## config.mk

```make
export PLATFORM = sky130hd
export DESIGN_NAME = accumulator_unit_16bit
export DESIGN_NICKNAME = d
export VERILOG_FILES = /design/src/rtl/accum_pkg.sv /design/src/rtl/accumulator_unit_16bit_addsub.sv /design/src/rtl/accumulator_unit_16bit.sv
export SDC_FILE = /design/constraint.sdc
export NUM_CORES = 1
export LEC_CHECK = 0
export ABC_AREA = 1
export BUFFER_PORTS_ARGS = -buffer_cell sky130_fd_sc_hd__buf_4
export CORE_MARGIN = 1
export CORE_UTILIZATION = 46
export CTS_BUF_LIST = sky130_fd_sc_hd__clkbuf_16
export DETAILED_ROUTE_END_ITERATION = 8
export GPL_ROUTABILITY_DRIVEN = 0
export GPL_TIMING_DRIVEN = 0
export PLACE_DENSITY = 0.73
export SYNTH_ARGS = -nofsm -noshare
export SYNTH_HDL_FRONTEND = slang
export SYNTH_SLANG_ARGS = --single-unit
```

## constraint.sdc

```tcl
create_clock -name clk -period 1.9 [get_ports clk]
set_input_delay 0.19 -clock clk [delete_from_list [all_inputs] [get_ports clk]]
set_output_delay 0.19 -clock clk [all_outputs]
set_load 0.05 [all_outputs]
```

## src/rtl/accum_pkg.sv

```systemverilog
// Shared definitions for the accumulator unit: command opcodes and clamp limits.
package accum_pkg;

  typedef enum logic [1:0] {
    OP_ADD   = 2'b00,
    OP_SUB   = 2'b01,
    OP_LOAD  = 2'b10,
    OP_CLEAR = 2'b11
  } op_e;

  localparam logic [15:0] SMAX = 16'h7FFF;
  localparam logic [15:0] SMIN = 16'h8000;
  localparam logic [15:0] UMAX = 16'hFFFF;

endpackage

```

## src/rtl/accumulator_unit_16bit_addsub.sv

```systemverilog
// 16-bit adder-subtractor with signed and unsigned overflow flags; purely combinational.
module AdderSubtractor16BitOverflow (
  input  logic [15:0] a_i,
  input  logic [15:0] b_i,
  input  logic        sub_i,
  output logic [15:0] result_o,
  output logic        signed_overflow_o,
  output logic        unsigned_overflow_o
);

  logic [15:0] b_eff;
  logic [16:0] sum;

  // Subtraction is a + ~b + 1, so the carry-out means "no borrow" when subtracting.
  assign b_eff               = b_i ^ {16{sub_i}};
  assign sum                 = {1'b0, a_i} + {1'b0, b_eff} + {16'd0, sub_i};
  assign result_o            = sum[15:0];
  assign signed_overflow_o   = (a_i[15] == b_eff[15]) && (sum[15] != a_i[15]);
  assign unsigned_overflow_o = sum[16] ^ sub_i;

endmodule

```

## src/rtl/accumulator_unit_16bit.sv

```systemverilog
// Registered accumulator with in/out valid-ready handshakes, optional saturation,
// sticky overflow flags and a saturating operation counter.
module accumulator_unit_16bit
  import accum_pkg::*;
#(
  parameter bit SATURATE    = 1'b0,
  parameter bit SIGNED_MODE = 1'b1
) (
  input  logic        clk,
  input  logic        rst,
  input  logic        in_valid,
  output logic        in_ready,
  input  logic [1:0]  in_op,
  input  logic [15:0] in_data,
  input  logic        clear_sticky,
  output logic        out_valid,
  input  logic        out_ready,
  output logic [15:0] acc_out,
  output logic        zero_out,
  output logic        neg_out,
  output logic        ovf_out,
  output logic        sticky_sovf,
  output logic        sticky_uovf,
  output logic [7:0]  op_count
);

  logic [15:0] acc_q, acc_d;
  logic        out_valid_q, out_valid_d;
  logic        ovf_q, ovf_d;
  logic        sovf_q, sovf_d;
  logic        uovf_q, uovf_d;
  logic [7:0]  cnt_q, cnt_d;

  logic [15:0] sum;
  logic        s_ovf, u_ovf, ovf_sel;
  logic [15:0] sat_val;
  logic        accept;
  op_e         op;

  AdderSubtractor16BitOverflow u_addsub (
    .a_i                 (acc_q),
    .b_i                 (in_data),
    .sub_i               (in_op[0]),
    .result_o            (sum),
    .signed_overflow_o   (s_ovf),
    .unsigned_overflow_o (u_ovf)
  );

  assign op       = op_e'(in_op);
  assign in_ready = !rst && (!out_valid_q || out_ready);
  assign accept   = in_valid && in_ready;
  assign ovf_sel  = SIGNED_MODE ? s_ovf : u_ovf;
  assign sat_val  = SIGNED_MODE ? (acc_q[15] ? SMIN : SMAX)
                                : (in_op[0] ? 16'h0000 : UMAX);

  always_comb begin
    // NOTE: every next-state signal starts from its held value so no path infers a latch.
    acc_d       = acc_q;
    out_valid_d = out_valid_q;
    ovf_d       = ovf_q;
    sovf_d      = sovf_q;
    uovf_d      = uovf_q;
    cnt_d       = cnt_q;

    if (clear_sticky) begin
      sovf_d = 1'b0;
      uovf_d = 1'b0;
    end

    if (accept) begin
      out_valid_d = 1'b1;
      cnt_d       = (cnt_q == 8'hFF) ? cnt_q : cnt_q + 8'd1;
      unique case (op)
        OP_ADD, OP_SUB: begin
          acc_d  = (ovf_sel && SATURATE) ? sat_val : sum;
          ovf_d  = ovf_sel;
          sovf_d = sovf_d | s_ovf;
          uovf_d = uovf_d | u_ovf;
        end
        OP_LOAD: begin
          acc_d = in_data;
          ovf_d = 1'b0;
        end
        OP_CLEAR: begin
          acc_d  = 16'h0000;
          ovf_d  = 1'b0;
          sovf_d = 1'b0;
          uovf_d = 1'b0;
        end
        default: ;
      endcase
    end else if (out_ready) begin
      out_valid_d = 1'b0;
    end
  end

  always_ff @(posedge clk) begin
    // NOTE: state registers use non-blocking assignments so every flop samples pre-edge values.
    if (rst) begin
      acc_q       <= 16'h0000;
      out_valid_q <= 1'b0;
      ovf_q       <= 1'b0;
      sovf_q      <= 1'b0;
      uovf_q      <= 1'b0;
      cnt_q       <= 8'h00;
    end else begin
      acc_q       <= acc_d;
      out_valid_q <= out_valid_d;
      ovf_q       <= ovf_d;
      sovf_q      <= sovf_d;
      uovf_q      <= uovf_d;
      cnt_q       <= cnt_d;
    end
  end

  assign out_valid   = out_valid_q;
  assign acc_out     = acc_q;
  assign zero_out    = (acc_q == 16'h0000);
  assign neg_out     = acc_q[15];
  assign ovf_out     = ovf_q;
  assign sticky_sovf = sovf_q;
  assign sticky_uovf = uovf_q;
  assign op_count    = cnt_q;

endmodule

```

==> Yosys cells after proc, flatten, opt, wreduce, memory -nomap -nowiden <==
Cells that the tools add are included.
{ "classes": {"add_sub_neg": 3, "eq_ne": 6, "n_mux": 10, "bitwise_logic": 5, "reduce_logical": 12} }
{ "op_table": {"columns": ["operator", "n"], "rows": [
  ["one-hot mux 16 bit (3 select lines)", 1],
  ["adder 16 x 16 -> 17 bit", 1],
  ["adder 17 x 1 -> 17 bit", 1],
  ["logical NOT 16 bit", 1],
  ["bitwise XOR 16 bit", 1],
  ["adder 8 x 1 -> 8 bit (second input constant)", 1],
  ["equality test 8 bit (second input constant)", 1],
  ["two-way mux 1 bit", 6],
  ["one-hot mux 1 bit (2 select lines)", 3],
  ["equality test 2 bit (second input constant)", 2],
  ["OR reduction 2 bit", 2],
  ["logical AND 1 bit", 3],
  ["equality test 2 x 1 -> 1 bit (second input constant)", 1],
  ["logical NOT 1 bit", 2],
  ["logical NOT 2 bit", 1],
  ["bitwise OR 1 bit", 2],
  ["AND reduction 2 bit", 1],
  ["nonzero test 2 bit", 1],
  ["equality test 1 bit", 1],
  ["logical OR 1 bit", 1],
  ["!= test 1 bit", 1],
  ["NOT 1 bit", 1],
  ["bitwise XOR 1 bit", 1]
]} }
{ "totals": {"register_bits": 28, "input_bits": 23} }

==> Longest topological paths before layout <==
{ "logic_depth": {"ltp_word": 8, "mapped_depth": 17, "ltp_nobuf": 15} }

==> Hierarchy <==
A second synthesis with hierarchy kept.
{ "unflattened": {"hier_cells": 408, "area_unflattened_um2": 2583.7} }
{ "modules_own_cells": {"columns": ["mod", "n_inst", "cells_per_inst", "area_each_um2", "seq_area_each_um2"], "rows": [
  ["accumulator_unit_16bit", 1, 226, 1482.7, 560.5],
  ["AdderSubtractor16BitOverflow", 1, 182, 1101.1, 0.0]
]} }

==> Worst setup path before layout <==
Ideal clock, no wire load.
{ "synth_path": {"kind": "register -> register", "startpoint": "reg acc_q[0] (netlist: acc_out[0])", "endpoint": "reg acc_q[12] (netlist: acc_out[12])", "setup_time_ns": 0.060, "arrival_ns": 1.926, "required_time_ns": 1.840, "slack_ns": -0.086, "path_stages_with_launch": 15, "n_path_buf": 0, "cell_sequence": "dfxtp_1 > inv_1 > nand2_1 > inv_1 > a21oi_2 > fa_1 > nand2_1 > nand2_1 > nand4_1 > nand3_1 > nand2_1 > a21o_1 > nand3_1 > nand2_1 > nand2_1"} }
{ "synth_between": {"elab_chain_cells": 3} }
{ "synth_lines": {"columns": ["item", "line", "rtl"], "rows": [
  ["from (decl)", "accumulator_unit_16bit.sv:27", "logic [15:0] acc_q, acc_d;"],
  ["from (signal assigned)", "accumulator_unit_16bit.sv:100", "acc_q <= 16'h0000;"],
  ["from (signal assigned)", "accumulator_unit_16bit.sv:107", "acc_q <= acc_d;"],
  ["adder 16 x 16 -> 17 bit", "accumulator_unit_16bit_addsub.sv:16", "assign sum = {1'b0, a_i} + {1'b0, b_eff} + {16'd0, sub_i};"],
  ["adder 17 x 1 -> 17 bit", "accumulator_unit_16bit_addsub.sv:16", null],
  ["one-hot mux 16 bit (3 select lines)", "accumulator_unit_16bit.sv:73", "unique case (op)"]
]} }
Every way passes these cells.
A chain may end at the register's enable or synchronous reset.

==> Final worst setup path <==
{ "layout_path": {"startpoint": "reg acc_q[0] (netlist: acc_out[0])", "endpoint": "reg acc_q[10] (netlist: acc_out[10])"} }
Same word-level chain as after synthesis.

==> impl_metrics.py <==
metrics = {
    "status": {
        "run_status": "finished, final reports clean",
    },
    "hold_path": {
        "min_path_cells": 3,
        "hp-start": "in_valid",
        "min_path_type": "input port to flip-flop",
    },
    "timing": {
        "rsz0062_at_grt": "true",
        "setup_viol": 0,
        "post-route-period-util": 0.969,
        "layout_min_cycle_time_ns": 1.84,
        "slew_headroom": 0.618,
        "fmax_mhz": 543,
        "fin_skew_ns": 0.00659,
        "finalHoldViolations": 0,
        "tightest_slew_ns": 0.573,
        "drv_slew": 0,
        "finalSetupTns_ns": 0,
    },
    "clock_tree": {
        "cts_sinks": 28,
        "cts_buffers": 3,
        "tritoncts": "done",
        "clock_latency_ns": 0.27,
        "clk_pin_slew_ns": 0.08,
        "cts.path.max_buffers": 2,
        "root_buffer": "clkbuf_16",
        "ctsHoldBuffers": 0,
        "htreeDepth": 1,
    },
    "placed_design": {
        "dp.cells": 470,
        "dpl.hpwl_um": 4910,
        "port_buffers": 52,
        "place_area_um2": 2840,
    },
    "run": {
        "cap_violations": 0,
    },
    "yosys": {
        "synth_top_family_by_area": "simple AND/OR/NAND/NOR gates",
        "synth_area_leaders": "dfxtp_1 (24%), nand2_1 (13%), a21oi_1 (9.6%)",
        "synthAdderAreaFrac": 0.0993,
        "synth_simple_gate_area_frac": 0.306,
        "synth_warnings": 0,
        "syn-instance-count": 351,
        "avgSynthCellArea_um2": 6.68,
        "synth_area_um2": 2340,
        "synth-compound-area-share": 0.181,
        "yosysTopAreaCell": "dfxtp_1",
        "synthMuxAreaShare": 0.00427,
        "synth_xor_area_frac": 0.0934,
        "post-synth-top-area-fraction": 0.239,
        "synth_cell_types": 40,
        "synth-seq-area-share": 0.239,
        "synth_nets": 392,
        "yosys_register_bits": 28,
    },
    "route": {
        "wl_met2_um": 2970,
        "drt_iter0_markers": 123,
        "top_layer": "met4",
        "wl_met3_um": 378,
        "firstDrtPassIters": 4,
        "ant_nets": 0,
        "drt-wirelength-per-cell_um": 13.5,
        "via_per_inst": 5.27,
        "wl_met1_um": 3020,
        "vias": 2529,
        "totalWireLength_um": 6490,
        "drc": 0,
    },
    "cells_and_area": {
        "syn2layout_area_growth_pct": 30.7,
        "layout_common_cells": "nand2_1 (76), buf_4 (59), a21oi_1 (41), nor2_1 (25), dfxtp_1 (25)",
        "stdcell_count": 480,
        "drive_gt1_frac": 0.271,
        "layout.nets": 455,
        "layout_commonest_cell": "nand2_1",
        "finish.instance_area_um2": 3060,
        "diodes": 0,
    },
    "power": {
        "power_density_nw_per_um2": 736,
        "power_switching_share": 0.383,
        "combPwrFrac": 0.413,
        "clkPwrFrac": 0.290,
        "vdd_drop_max_uv": 568,
        "leakagePower_nw": 1.50,
        "power.total_mw": 2.25,
        "p_sw_mw": 0.864,
        "pwr-share-seq": 0.298,
        "p_int_mw": 1.39,
    },
    "global_route": {
        "track_usage": 0.247,
        "antenna_found_initial": 0,
        "grt_pass1_vias": 2257,
        "grt_max_degree": 17,
        "grt_pass1_wl_um": 10300,
        "grt_overflow_total": 0,
    },
    "worst_setup_path": {
        "required_ns": 2.11,
        "crit_type": "flip-flop to flip-flop",
        "critPathMaxStageDelay_ns": 0.38,
        "end_kind": "flip-flop",
        "critPathSlowestCell": "fa_2",
        "worstPathMaxFanout": 4,
        "crit_chain": "inv_2, nand2_2, inv_2, a21oi_2, fa_2, nand2_2, nand2_2, nand3_2, nand2_2, a21oi_2, xnor2_1, nand2_1, a21oi_2",
        "startpoint": "acc_out[0]$_SDFFE_PP0P_",
        "worst-r2r-cell-count": 13,
        "cp-start-kind": "flip-flop",
        "rr_startpoint": "acc_out[0]$_SDFFE_PP0P_",
        "critPathMostFrequentCell": "nand2_2",
        "arrival_ns": 2.05,
    },
    "die": {
        "core_um2": 4820,
        "die_area_um2": 5390,
        "ios": 54,
        "initial_core_util": 0.487,
        "die_w_um": 73.4,
        "die_h_um": 73.4,
        "rows": 25,
    },
}
## path summary, 6_finish.rpt
kind / to / slack [ns]
worst min-delay path: out_valid$_SDFFE_PP0P_ / 0.14
worst min register to register: ovf_out$_SDFFE_PP0P_ / 0.48
worst max register to register: acc_out[10]$_SDFFE_PP0P_ / 0.06
worst max-delay path: acc_out[10]$_SDFFE_PP0P_ / 0.06
## kinds of logic after synthesis
group	after synthesis
flops	28
fa+ha+maj	18
compound gates	78
xor+xnor	25
mux	1
simple gates	159
buf+inv	42
## area by class of cell
cell class	count	area (µm²)
sequential	28	564
multi-input combinational	281	1690
timing repair buffer	58	435
tap	67	83.8
buffer	10	61.3
fill	468	1750
inverter	32	125
clock inverter	1	30.0
clock buffer	3	75.1
## power by group through the flow
stage	logic (mW)	registers (mW)	clock network, mW
after floorplan	0.507	0.803	0
after global placement	0.851	0.682	0
after detailed placement	0.862	0.682	0
after CTS	0.874	0.669	0.661
after global routing	1.02	0.678	0.684
final	0.930	0.671	0.653
## critical path, delay by kind of cell (launching register included)
family                     cells  cell delay, ns
DFF                            1            0.34
adders and majority gates      1            0.38
and+or+nand+nor                6            0.47
AOI/OAI and AO/OA              3            0.34
xor gates and xnor gates       1            0.12
buffers and inverters          2            0.11
## timing repair
| item | 4_1_cts | 5_1_grt |
|---|---|---|
| setup endpoints to repair | 6 | 10 |
| gates resized for setup | 5 | 17 |
| pin swaps | 1 | 10 |
| cloned | 0 | 0 |
| buffers inserted | 0 | 6 |
## registers in the layout, summed over array words and instances, names as in the netlist
name / count
sticky_uovf: 1
acc_out: 16
sticky_sovf: 1
op_count: 8
out_valid: 1
ovf_out: 1
## cells in the mapped netlist (all sizes together)
library cell  number
a21boi             2
a21o               2
a21oi             47
a221oi             1
a22oi              1
a31oi              2
and2               1
buf                7
clkbuf             3
clkinv             2
dfxtp             28
fa                 1
ha                17
inv               30
mux2i              1
nand2             89
nand3             28
nand3b             1
nand4              4
nor2              26
nor3               4
nor4               6
o21a               1
o21ai             20
o21bai             2
xnor2              3
xor2              22
## metrics by stage
| stage | worst slack [ns] | util | hold slack [ns] |
|---|---|---|---|
| after global placement | -0.242 | 0.590 | 0.410 |
| final | 0.0590 | 0.636 | 0.140 |
| after floorplan | 0.00370 | - | 0.259 |
| after detailed placement | -0.269 | 0.590 | 0.420 |
| after CTS | 0.0152 | 0.616 | 0.145 |
| after global routing | -0.0947 | 0.636 | 0.165 |
## per-layer routing
layer  up-vias  GRT usage
li1       1297          -
met5         -          0
met1      1149      0.338
met2        69      0.402
met4         0     0.0876
met3        14     0.0274
(Power assumes the default switching activity.)
